[src/rtl/case_conv_pkg.sv]
// Shared types and ASCII constants for the case-conversion arbiter slice.
package case_conv_pkg;

    typedef logic [7:0] ascii_t;

    localparam ascii_t ASCII_LOWER_A = 8'h61;
    localparam ascii_t ASCII_LOWER_Z = 8'h7A;
    localparam int     CASE_BIT      = 5;

    typedef enum logic {
        ST_EMPTY = 1'b0,
        ST_FULL  = 1'b1
    } out_state_e;

endpackage

[src/rtl/case_conv_arbiter_ascii_to_upper.sv]
// Combinational lowercase->uppercase converter; flags bytes it actually changed.
module ascii_to_upper
    import case_conv_pkg::*;
(
    input  ascii_t in_byte,
    input  logic   en,
    output ascii_t out_byte,
    output logic   changed
);

    always_comb begin
        changed  = en && (in_byte >= ASCII_LOWER_A) && (in_byte <= ASCII_LOWER_Z);
        out_byte = in_byte;
        if (changed) begin
            out_byte[CASE_BIT] = 1'b0;
        end
    end

endmodule

[src/rtl/case_conv_arbiter.sv]
// Round-robin arbiter feeding one shared ASCII upper-casing unit and a single output register.
// Optional conversion statistics counter enabled by defining CASE_CONV_STATS_EN.
module case_conv_arbiter
    import case_conv_pkg::*;
#(
    parameter  int NUM_REQ = 2,
    parameter  int CNT_W   = 16,
    localparam int SRC_W   = (NUM_REQ > 1) ? $clog2(NUM_REQ) : 1
) (
    input  logic                   clk,
    input  logic                   rst_n,
    input  logic [NUM_REQ-1:0]     req_valid,
    input  logic [8*NUM_REQ-1:0]   req_data,
    output logic [NUM_REQ-1:0]     req_ready,
    input  logic                   conv_en,
    output logic                   out_valid,
    output logic [7:0]             out_data,
    output logic [SRC_W-1:0]       out_src,
    input  logic                   out_ready,
    output logic [CNT_W-1:0]       conv_count
);

    out_state_e       state, state_nxt;
    logic [SRC_W-1:0] rr_ptr;
    logic [SRC_W-1:0] grant_idx;
    logic [SRC_W-1:0] cand;
    int               sum;
    logic             grant_found;
    logic             slot_free;
    logic             grant_vld;
    ascii_t           sel_byte;
    ascii_t           conv_byte;
    logic             conv_changed;
    logic             vld_p1;
    ascii_t           data_p1;
    logic [SRC_W-1:0] src_p1;

    // Stage 0: round-robin search starting at rr_ptr, then mux and convert the winner
    always_comb begin
        grant_found = 1'b0;
        grant_idx   = '0;
        sum         = 0;
        cand        = '0;
        for (int i = 0; i < NUM_REQ; i++) begin
            sum = int'(rr_ptr) + i;
            if (sum >= NUM_REQ) begin
                sum = sum - NUM_REQ;
            end
            cand = SRC_W'(sum);
            if (!grant_found && req_valid[cand]) begin
                grant_found = 1'b1;
                grant_idx   = cand;
            end
        end
    end

    assign slot_free = !vld_p1 || out_ready;
    // Gating with rst_n keeps every ready low while the block is held in reset.
    assign grant_vld = rst_n && slot_free && grant_found;

    always_comb begin
        req_ready = '0;
        if (grant_vld) begin
            req_ready[grant_idx] = 1'b1;
        end
    end

    assign sel_byte = req_data[8*int'(grant_idx) +: 8];

    ascii_to_upper u_upper (
        .in_byte  (sel_byte),
        .en       (conv_en),
        .out_byte (conv_byte),
        .changed  (conv_changed)
    );

    always_ff @(posedge clk or negedge rst_n) begin
        if (!rst_n) begin
            rr_ptr <= '0;
        end else if (grant_vld) begin
            rr_ptr <= (int'(grant_idx) == NUM_REQ - 1) ? '0 : grant_idx + 1'b1;
        end
    end

    always_ff @(posedge clk or negedge rst_n) begin
        if (!rst_n) begin
            state <= ST_EMPTY;
        end else begin
            state <= state_nxt;
        end
    end

    always_comb begin
        state_nxt = state;
        case (state)
            ST_EMPTY: if (grant_vld)               state_nxt = ST_FULL;
            ST_FULL:  if (out_ready && !grant_vld) state_nxt = ST_EMPTY;
            default:                               state_nxt = ST_EMPTY;
        endcase
    end

    // Stage 1: output register, loaded on every handshake (including drain-and-reload)
    assign vld_p1 = (state == ST_FULL);

    always_ff @(posedge clk or negedge rst_n) begin
        if (!rst_n) begin
            data_p1 <= '0;
            src_p1  <= '0;
        end else if (grant_vld) begin
            data_p1 <= conv_byte;
            src_p1  <= grant_idx;
        end
    end

    assign out_valid = vld_p1;
    assign out_data  = data_p1;
    assign out_src   = src_p1;

`ifdef CASE_CONV_STATS_EN
    logic [CNT_W-1:0] cnt_p1;

    function automatic logic [CNT_W-1:0] sat_inc(input logic [CNT_W-1:0] v);
        return (&v) ? v : v + 1'b1;
    endfunction

    always_ff @(posedge clk or negedge rst_n) begin
        if (!rst_n) begin
            cnt_p1 <= '0;
        end else if (grant_vld && conv_changed) begin
            cnt_p1 <= sat_inc(cnt_p1);
        end
    end

    assign conv_count = cnt_p1;
`else
    logic unused_conv_changed;
    assign unused_conv_changed = conv_changed;
    assign conv_count = '0;
`endif

endmodule

[config.mk]
export PLATFORM = sky130hd
export DESIGN_NAME = case_conv_arbiter
export DESIGN_NICKNAME = d
export VERILOG_FILES = /design/src/rtl/case_conv_pkg.sv /design/src/rtl/case_conv_arbiter_ascii_to_upper.sv /design/src/rtl/case_conv_arbiter.sv
export SDC_FILE = /design/constraint.sdc
export NUM_CORES = 1
export LEC_CHECK = 0
export CORE_MARGIN = 2
export CORE_UTILIZATION = 38
export DETAILED_ROUTE_END_ITERATION = 8
export PLACE_DENSITY = 0.83
export SLEW_MARGIN = 20
export SYNTH_ARGS = -nofsm -noshare
export SYNTH_HDL_FRONTEND = slang
export SYNTH_SLANG_ARGS = --single-unit
[constraint.sdc]
create_clock -name clk -period 3.5 [get_ports clk]
set_clock_uncertainty 0.15 [all_clocks]
set_input_delay 0.7 -clock clk [delete_from_list [all_inputs] [get_ports clk]]
set_output_delay 0.7 -clock clk [all_outputs]
set_load 0.005 [all_outputs]
# Word-level counts from Yosys, hierarchy flattened
# Cells that the tools add are included.
[op_classes]
addsub = 4
n_bitwise = 1
magnitude_cmp = 8
mux = 18
shifts = 1
n_reduce_logical = 11
[op_table]
columns = ["op", "n"]
rows = [
  ["16-bit by 5-bit variable part select with 8-bit output", 1],
  ["1-bit 2-to-1 mux", 15],
  ["8-bit by 7-bit >= comparator with 1-bit output, second input constant", 1],
  ["8-bit by 7-bit less-or-equal comparator with 1-bit output, second input constant", 1],
  ["1-bit logical AND", 7],
  ["1-bit by 2-bit less-than comparator with 1-bit output, second input constant", 3],
  ["1-bit zero test", 3],
  ["1-bit by 1-bit adder with 2-bit output, second input constant", 1],
  ["1-bit by 2-bit >= comparator with 1-bit output, second input constant", 1],
  ["2-bit >= comparator, second input constant", 1],
  ["2-bit 2-to-1 mux", 1],
  ["1-bit case mux with 2 select lines", 1],
  ["1-bit subtractor, second input constant", 2],
  ["1-bit adder, second input constant", 1],
  ["1-bit demux with 1-bit select", 1],
  ["1-bit >= comparator, second input constant", 1],
  ["1-bit logical OR", 1],
  ["1-bit NOT", 1],
]
[totals]
ff_bits = 11
output_inout_bits = 28
wordCells = 47
inputBits = 22

# Longest topological paths before layout
# Gate-level depths: netlist of the first run.
[logic_depth]
word_depth = 13
mapped_depth = 5
ltp_nobuf = 4

# Cells and area by module
# From an unflattened synthesis of the first run, not the netlist that was laid out.
[hier_totals]
cells_unflattened = 74
area_unflattened_um2 = 818.3
[by_module_without_submodules]
columns = ["mod", "area_each_um2", "instances", "cells_per_inst"]
rows = [
  ["case_conv_arbiter", 708.2, 1, 58],
  ["ascii_to_upper", 110.1, 1, 16],
]

# Worst setup path after synthesis of the first run
# Ideal clock, no wire load.
[synth_timing]
path_type = "input port to output port"
startpoint = "input port req_valid[0]"
endpoint = "output port req_ready[1]"
n_path_buf = 1
arrival_time_ps = 1411
path_slack_ps = 1239
cell_stages = 4
path_cell_list = "or2b_4 > and2_1 > buf_6 > and2_1"
[synth_between]
elab_chain_len = 11
elab_cells_between_ends = 17
[synth_lines]
columns = ["element", "line", "text"]
rows = [
  ["start: declaration", "case_conv_arbiter.sv:12", "input logic [NUM_REQ-1:0] req_valid,"],
  ["1-bit 2-to-1 mux (not written as such) (2 in a row)", "case_conv_arbiter.sv:50", "if (!grant_found && req_valid[cand]) begin"],
  ["1-bit 2-to-1 mux", "case_conv_arbiter.sv:50", ""],
  ["1-bit zero test", "case_conv_arbiter.sv:50", ""],
  ["1-bit logical AND", "case_conv_arbiter.sv:50", ""],
  ["1-bit 2-to-1 mux", "case_conv_arbiter.sv:50", ""],
  ["1-bit by 2-bit less-than comparator with 1-bit output (not written as such) or 1-bit >= comparator (tied branches)", "case_conv_arbiter.sv:64", "req_ready[grant_idx] = 1'b1;"],
  ["1-bit logical AND (not written as such)", "case_conv_arbiter.sv:64", ""],
  ["1-bit 2-to-1 mux (not written as such)", "case_conv_arbiter.sv:64", ""],
  ["1-bit demux with 1-bit select", "case_conv_arbiter.sv:64", ""],
  ["2-bit 2-to-1 mux *", "case_conv_arbiter.sv:63", "if (grant_vld) begin"],
  ["end: declaration", "case_conv_arbiter.sv:14", "output logic [NUM_REQ-1:0] req_ready,"],
]
# Mark *: on every way between the ends. The rest lies on a longest branch, timed or not. The select of a mux whose other input is x is not followed.

# Final worst setup path of the first run
# Same ends and word-level chain as after synthesis.

==> results of run 1 <==
layout make-up:
type	count	area [um2]
Tap cell	27	33.8
Fill cell	172	818
Multi-Input combinational cell	66	393
Timing Repair Buffer	38	368
Clock buffer	4	26.3
Inverter	2	7.51
Sequential cell	11	275
synth_stat cells (all sizes together):
cell type	instances
or2b	1
nand2	3
dfrtp	11
conb	1
nor3	1
and2	3
inv	2
nand4	1
nor2	12
a21oi	10
and4	1
nor2b	1
nand4b	1
o21ai	3
a221oi	1
or4	1
o22ai	1
a211o	1
mux2i	8
clkbuf	2
buf	17
mux2	1
registers in the layout, indices dropped and copies added (netlist names):
register   cells
out_data       8
out_valid      1
rr_ptr         1
out_src        1
metal layers:
metal / share of wire, % / routed length (um)
met4: 1.8 / 31
met1: 46 / 811
met2: 46 / 819
met3: 6.2 / 109
met5: 0 / 0
kinds of logic after synthesis:
logic type / synth area share [%]
buffers and inverters: 19.7
AND/OR/NAND/NOR: 17.2
flip-flops: 36.1
other: 0.492
multiplexers: 12.0
AO/OA/AOI/OAI: 14.5
power by group:
group          internal, W  leakage, nW  switching (W)   total, W
sequential        0.000150        0.123      0.0000130   0.000163
clock            0.0000441       0.0150      0.0000445  0.0000886
combinational    0.0000898        0.347      0.0000562   0.000146
total             0.000284        0.484       0.000114   0.000398
through the flow:
step | hold slack, ns | power (W) | instance area (um2)
6_report | 0.365 | 0.000398 | 1100
5_1_grt | 0.389 | 0.000426 | 1100
4_1_cts | 0.370 | 0.000403 | 1100
3_5_place_dp | 0.349 | 0.000312 | 1080
3_3_place_gp | 0.340 | 0.000308 | 1080
2_1_floorplan | 0.254 | 0.000236 | 818
worst min-delay path by stage:
stage | startpoint | endpoint | slack (ns) | depth (start not counted)
after floorplan | rst_n | out_data[0] | 0.25 | 0
after global placement | rr_ptr | rr_ptr | 0.34 | 2
after detailed placement | out_src | out_src | 0.35 | 1
after CTS | out_src | out_src | 0.37 | 1
after global routing | out_src | out_src | 0.39 | 1
final | out_src | out_src | 0.37 | 1
==> run summary, run 1 <==
STA
----------------------------------------------------------------------------------------
Final period utilization                                                           89.1%
Max-slew violation total from the final report                                         0
Fmax                                                                             321 MHz
Worst setup margin                                                              0.382 ns
Aggregate negative setup slack                                                      0 ns
Unrepaired setup endpoints after global routing                                       no
Hold Vio Cnt, Final                                                                    0
Time the worst path needs with I/O delays and setup                              3.12 ns
Setup violation total in the final timing report                                       0

WORST SETUP PATH
----------------------------------------------------------------------------------------
Critical path capture point                                                 req_ready[1]
Depth of the critical timing path with buffers and inverters included                  5
Setup crit start kind                                                         input port
Maximum fanout along the worst path                                                    5
Start of the worst register-to-register path                                      rr_ptr
Required arrival time at the worst endpoint                                      2.65 ns
Worst-path cell with the longest stage delay                                sky130_fd_sc_hd__clkdlybuf4s50_1
Signal arrival time at the worst endpoint                                        2.27 ns
Number of buffer and inverter stages on the critical path                              2
Sort of element at the end of the critical path                              output port
Cell type group with the largest total delay on the critical path           buffers and inverters
Worst R2R End                                                                out_data[5]
Launching instance or port of the critical path                             req_valid[0]
Reg2reg setup slack                                                              1.90 ns
Class of the most critical setup path                                       input port to output port
Highest cell delay on the worst timing path                                      0.49 ns
Worst-path cell chain                                                       clkdlybuf4s50_1 -> or2b_4 -> and2_1 -> and2_1 -> clkdlybuf4s50_1
Reg2reg path depth                                                                     4

WORST HOLD PATH
----------------------------------------------------------------------------------------
Path type of the worst min-delay path                                       flip-flop to flip-flop

FINISH
----------------------------------------------------------------------------------------
Number of standard cells in the final layout excluding fillers                       148
Share of layout cells above drive strength 1                                       11.6%
Nets                                                                                 144
Final core area utilization                                                        57.4%
Leading cell type in the layout, fill and taps excluded                     sky130_fd_sc_hd__clkdlybuf4s50_1
Antenna diode count                                                                    0
Signed area change from the synthesized netlist to the final layout                44.8%
Commonest cells after routing, fill and taps aside                          33 x sky130_fd_sc_hd__clkdlybuf4s50_1, 16 x sky130_fd_sc_hd__conb_1, 12 x sky130_fd_sc_hd__nor2_1, 11 x sky130_fd_sc_hd__dfrtp_1, 9 x sky130_fd_sc_hd__a21oi_1

GLOBAL ROUTE
----------------------------------------------------------------------------------------
Maximum number of pins on one net before global-route repair                          12
Via count of the first global-routing pass                                           647
Global routing usage summed across all routing layers                              16.0%
Total congestion overflow after global routing                                         0
Layer with the highest usage                                                        met2
Global-route met2 utilization                                                      24.0%
First-pass GRT wire length                                                       2940 um
Global Route met3 Usage                                                            3.99%
Antenna violations before repair                                                       0
GRT met1 Usage                                                                     21.7%

ROUTE
----------------------------------------------------------------------------------------
Routed vias                                                                          674
Drt initial violations                                                                13
Vias per Instance                                                                   4.55
Total iterations of the first detailed-routing run                                     4
DRT antenna net count                                                                  0
Wire length reported by the detailed router                                      1770 um
Post-detailed-route wirelength per cell                                          12.0 um
DRC violation count after routing                                                      0

SYNTHESIS
----------------------------------------------------------------------------------------
Seq cells post-synth                                                                  11
Number of cells produced by synthesis                                                 83
Top cells by area, synth                                                    sky130_fd_sc_hd__dfrtp_1 36%, sky130_fd_sc_hd__buf_4 16%, sky130_fd_sc_hd__mux2i_1 11%
Library cells used by synthesis                                                       26
Area fraction of the dominant cell type after synthesis                            36.1%
Post-synthesis area per instance                                                9.18 um2
Mapped cell area                                                                 762 um2
Yosys warns                                                                            0
Cell taking the most area after synthesis                                   sky130_fd_sc_hd__dfrtp_1
Post-synthesis sequential area ratio                                               36.1%

CLOCKING
----------------------------------------------------------------------------------------
Cts repair resizes                                                                     0
Clk Latency, worst-skew pair                                                     0.27 ns
Number of clock sinks seen by CTS                                                     11
TritonCTS clock tree                                                                 yes
Number of buffers inserted during clock tree synthesis                                 3
Cell at the root of the clock tree                                          sky130_fd_sc_hd__clkbuf_4
Max Buffers Root-to-Sink                                                               2
Total number of H-tree levels                                                          1
Setup fix buffers added after clock tree synthesis                                     0
Reg clk slew, reported paths                                                     0.07 ns
Hold buffer count at CTS                                                               0

STATUS
----------------------------------------------------------------------------------------
Run status                                                                  complete, no violations

FLOORPLAN
----------------------------------------------------------------------------------------
Die extent in y                                                                  48.8 um
Die outline area                                                                2380 um2
Initial Utilization                                                                39.6%
IO Count                                                                              50
Core ar.                                                                        1920 um2
Site Rows                                                                             16
Die Span X                                                                       48.8 um

JOB
----------------------------------------------------------------------------------------
Total of max-cap violations                                                            0

PLACED DESIGN
----------------------------------------------------------------------------------------
# port buffers                                                                        33
Total half-perimeter wirelength after legalization and detailed placement        1420 um
Worst slack at placement                                                        0.388 ns
RePlAce Congestion                                                                 0.851
Placed Cells                                                                         144

POWER AND IR DROP
----------------------------------------------------------------------------------------
Standby leakage power                                                           0.484 nW
Worst supply voltage drop on vdd                                                  212 uV
Power density cells                                                           360 nW/um2

(Power assumes the default switching activity.)
==> run 2: changes to the inputs <==
--- a/config.mk
+++ b/config.mk
@@ -6,10 +6,11 @@
 export NUM_CORES = 1
 export LEC_CHECK = 0
 export CORE_MARGIN = 2
-export CORE_UTILIZATION = 38
+export CORE_UTILIZATION = 33
 export DETAILED_ROUTE_END_ITERATION = 8
-export PLACE_DENSITY = 0.83
+export PLACE_DENSITY = 0.75
 export SLEW_MARGIN = 20
 export SYNTH_ARGS = -nofsm -noshare
 export SYNTH_HDL_FRONTEND = slang
+export SYNTH_HIERARCHICAL = 1
 export SYNTH_SLANG_ARGS = --single-unit
==> constraint.sdc (replaced) <==
create_clock -name clk -period 2.5 [get_ports clk]
set_clock_uncertainty 0.15 [all_clocks]
set_input_delay 0.5 -clock clk [delete_from_list [all_inputs] [get_ports clk]]
set_output_delay 0.5 -clock clk [all_outputs]
set_load 0.005 [all_outputs]
==> run summary, run 2 <==
CLOCKING
----------------------------------------------------------------------------------------
Number of buffers inserted during clock tree synthesis                                 3   unchanged
Reg clk slew, reported paths                                                     0.08 ns   about the same
Cell at the root of the clock tree                                          sky130_fd_sc_hd__clkbuf_4
Total number of H-tree levels                                                          1   unchanged
Number of clock sinks seen by CTS                                                     11   unchanged
Hold buffer count at CTS                                                               0   unchanged
TritonCTS clock tree                                                                 yes
Max Buffers Root-to-Sink                                                               2   unchanged
Clk Latency, worst-skew pair                                                     0.27 ns   about the same

FINISH
----------------------------------------------------------------------------------------
Commonest cells after routing, fill and taps aside                          29 x sky130_fd_sc_hd__clkdlybuf4s50_1, 16 x sky130_fd_sc_hd__conb_1, 16 x sky130_fd_sc_hd__buf_4, 11 x sky130_fd_sc_hd__dfrtp_1, 10 x sky130_fd_sc_hd__mux2_2
Share of layout cells above drive strength 1                                       35.0%   +23 points
Signed area change from the synthesized netlist to the final layout                47.3%
Final std cell area, no fill                                                    1190 um2   +8.0%
Antenna diode count                                                                    0   unchanged
Flip-flop count of the largest register after layout                                   8   unchanged
Nets                                                                                 140   -2.8%
Final core area utilization                                                        52.4%   -5.0 points
Leading cell type in the layout, fill and taps excluded                     sky130_fd_sc_hd__clkdlybuf4s50_1

SYNTHESIS
----------------------------------------------------------------------------------------
Number of cells produced by synthesis                                                 73   -12%
Post-synthesis area per instance                                                11.1 um2   +21%
Yosys warns                                                                            6   +6
Mapped cell area                                                                 810 um2   +6.2%

GLOBAL ROUTE
----------------------------------------------------------------------------------------
Antenna violations before repair                                                       0   unchanged
Maximum number of pins on one net before global-route repair                          12   unchanged
Via count of the first global-routing pass                                           603   -6.8%
First-pass GRT wire length                                                       2720 um   -7.5%
Global routing usage summed across all routing layers                              13.7%   -2.3 points
Total congestion overflow after global routing                                         0   unchanged

WORST SETUP PATH
----------------------------------------------------------------------------------------
Setup crit start kind                                                         input port
Depth of the critical timing path with buffers and inverters included                  6   +1
Worst R2R End                                                                out_data[5]
Number of buffer and inverter stages on the critical path                              3   +1
Worst-path cell chain                                                       clkdlybuf4s50_1 -> o21ai_2 -> a21oi_2 -> buf_4 -> nor2b_1 -> dlygate4sd2_1
Highest cell delay on the worst timing path                                      0.50 ns   about the same
Reg2reg path depth                                                                     8   +4
Launching instance or port of the critical path                                    rst_n
Cell type group with the largest total delay on the critical path           buffers and inverters
Start of the worst register-to-register path                                      rr_ptr
Sort of element at the end of the critical path                              output port
Critical path capture point                                                 req_ready[1]
Reg2reg setup slack                                                              0.35 ns   -1.55 ns
Class of the most critical setup path                                       input port to output port
Worst-path cell with the longest stage delay                                sky130_fd_sc_hd__clkdlybuf4s50_1
Signal arrival time at the worst endpoint                                        1.69 ns   -0.58 ns
Required arrival time at the worst endpoint                                      1.85 ns   -0.80 ns
Maximum fanout along the worst path                                                    3   -2

POWER AND IR DROP
----------------------------------------------------------------------------------------
Power density cells                                                           529 nW/um2   +47%
Standby leakage power                                                           0.578 nW   +19%
Worst supply voltage drop on vdd                                                  310 uV   +46%

ROUTE
----------------------------------------------------------------------------------------
Total iterations of the first detailed-routing run                                     3   -1
Vias per Instance                                                                   4.22   -7.3%
Post-detailed-route wirelength per cell                                          12.3 um   +2.9%
Wire length reported by the detailed router                                      1790 um   +0.79%
Routed vias                                                                          612   -9.2%
Drt initial violations                                                                 1   -12
DRC violation count after routing                                                      0   unchanged
DRT antenna net count                                                                  0   unchanged

FLOORPLAN
----------------------------------------------------------------------------------------
Die outline area                                                                2870 um2   +20%
IO Count                                                                              50   unchanged
Core ar.                                                                        2280 um2   +18%
Site Rows                                                                             17   +1
Die Span X                                                                       53.5 um   +9.7%
Die extent in y                                                                  53.5 um   +9.7%
Initial Utilization                                                                35.6%   -4.1 points

PLACED DESIGN
----------------------------------------------------------------------------------------
Placed instance area                                                            1120 um2   +3.8%
RePlAce Congestion                                                                 0.711   -17%
# port buffers                                                                        33   unchanged
Total half-perimeter wirelength after legalization and detailed placement        1370 um   -4.0%

WORST HOLD PATH
----------------------------------------------------------------------------------------
Path type of the worst min-delay path                                       flip-flop to flip-flop
Depth of the worst hold-timing path                                                    1   unchanged

STA
----------------------------------------------------------------------------------------
Setup violation total in the final timing report                                       0   unchanged
Unrepaired setup endpoints after global routing                                       no
Hold Vio Cnt, Final                                                                    0   unchanged
Max-slew violation total from the final report                                         0   unchanged
Fmax                                                                             428 MHz
Time the worst path needs with I/O delays and setup                              2.34 ns
Final period utilization                                                           93.4%

JOB
----------------------------------------------------------------------------------------
Total of max-cap violations                                                            0   unchanged

STATUS
----------------------------------------------------------------------------------------
Run status                                                                  complete, no violations

[run 2: repair_timing]
item | CTS | global route
pin swaps | 0 | 2
gates resized for setup | 4 | 1
endpoints found under the setup margin | 2 | 2
setup buffers | 5 | 1
[run 2: layout make-up]
cell class / count / area (um2)
clock buffers: 4 / 26.3
repair buffers: 50 / 460
multi-input cells: 46 / 373
fillers: 219 / 1080
flip-flops and latches: 11 / 275
inverters: 6 / 22.5
well taps: 28 / 35.0
[run 2: power breakdown]
part	switching [W]	total (W)	internal (W)
clock network	0.0000617	0.000123	0.0000617
registers	0.0000216	0.000239	0.000217
logic	0.0000832	0.000269	0.000186
total	0.000166	0.000631	0.000465
[run 2: how the worst min path moves through the flow]
| stage | from | to |
|---|---|---|
| finish | out_data[7] | out_data[7] |
| global route | out_data[1] | out_data[1] |
| CTS | out_data[7] | out_data[7] |
| detailed placement | out_data[7] | out_data[7] |
| global placement | out_data[6] | out_data[6] |
| floorplan | rst_n | out_data[0] |
[run 2: per-layer routing]
metal | vias to the layer above | track usage (%) | part of all wire, %
met4 | 0 | 5.13 | 0
met1 | 292 | 16.3 | 39
li1 | 292 | - | -
met5 | - | 0 | 0
met2 | 28 | 23.7 | 53
met3 | 0 | 3.33 | 7.8
[run 2: per-stage QoR]
| stage | TNS (ns) | power [W] | cells | setup slack (ns) | hold WS (ns) |
|---|---|---|---|---|---|
| floorplan | 0 | 0.000387 | 88 | 0.245 | 0.0544 |
| global placement | -0.482 | 0.000496 | 135 | -0.221 | 0.347 |
| detailed placement | -0.502 | 0.000498 | 135 | -0.275 | 0.346 |
| CTS | -0.0337 | 0.000635 | 144 | -0.0337 | 0.363 |
| global route | 0 | 0.000671 | 145 | 0.114 | 0.386 |
| finish | 0 | 0.000631 | 145 | 0.165 | 0.362 |
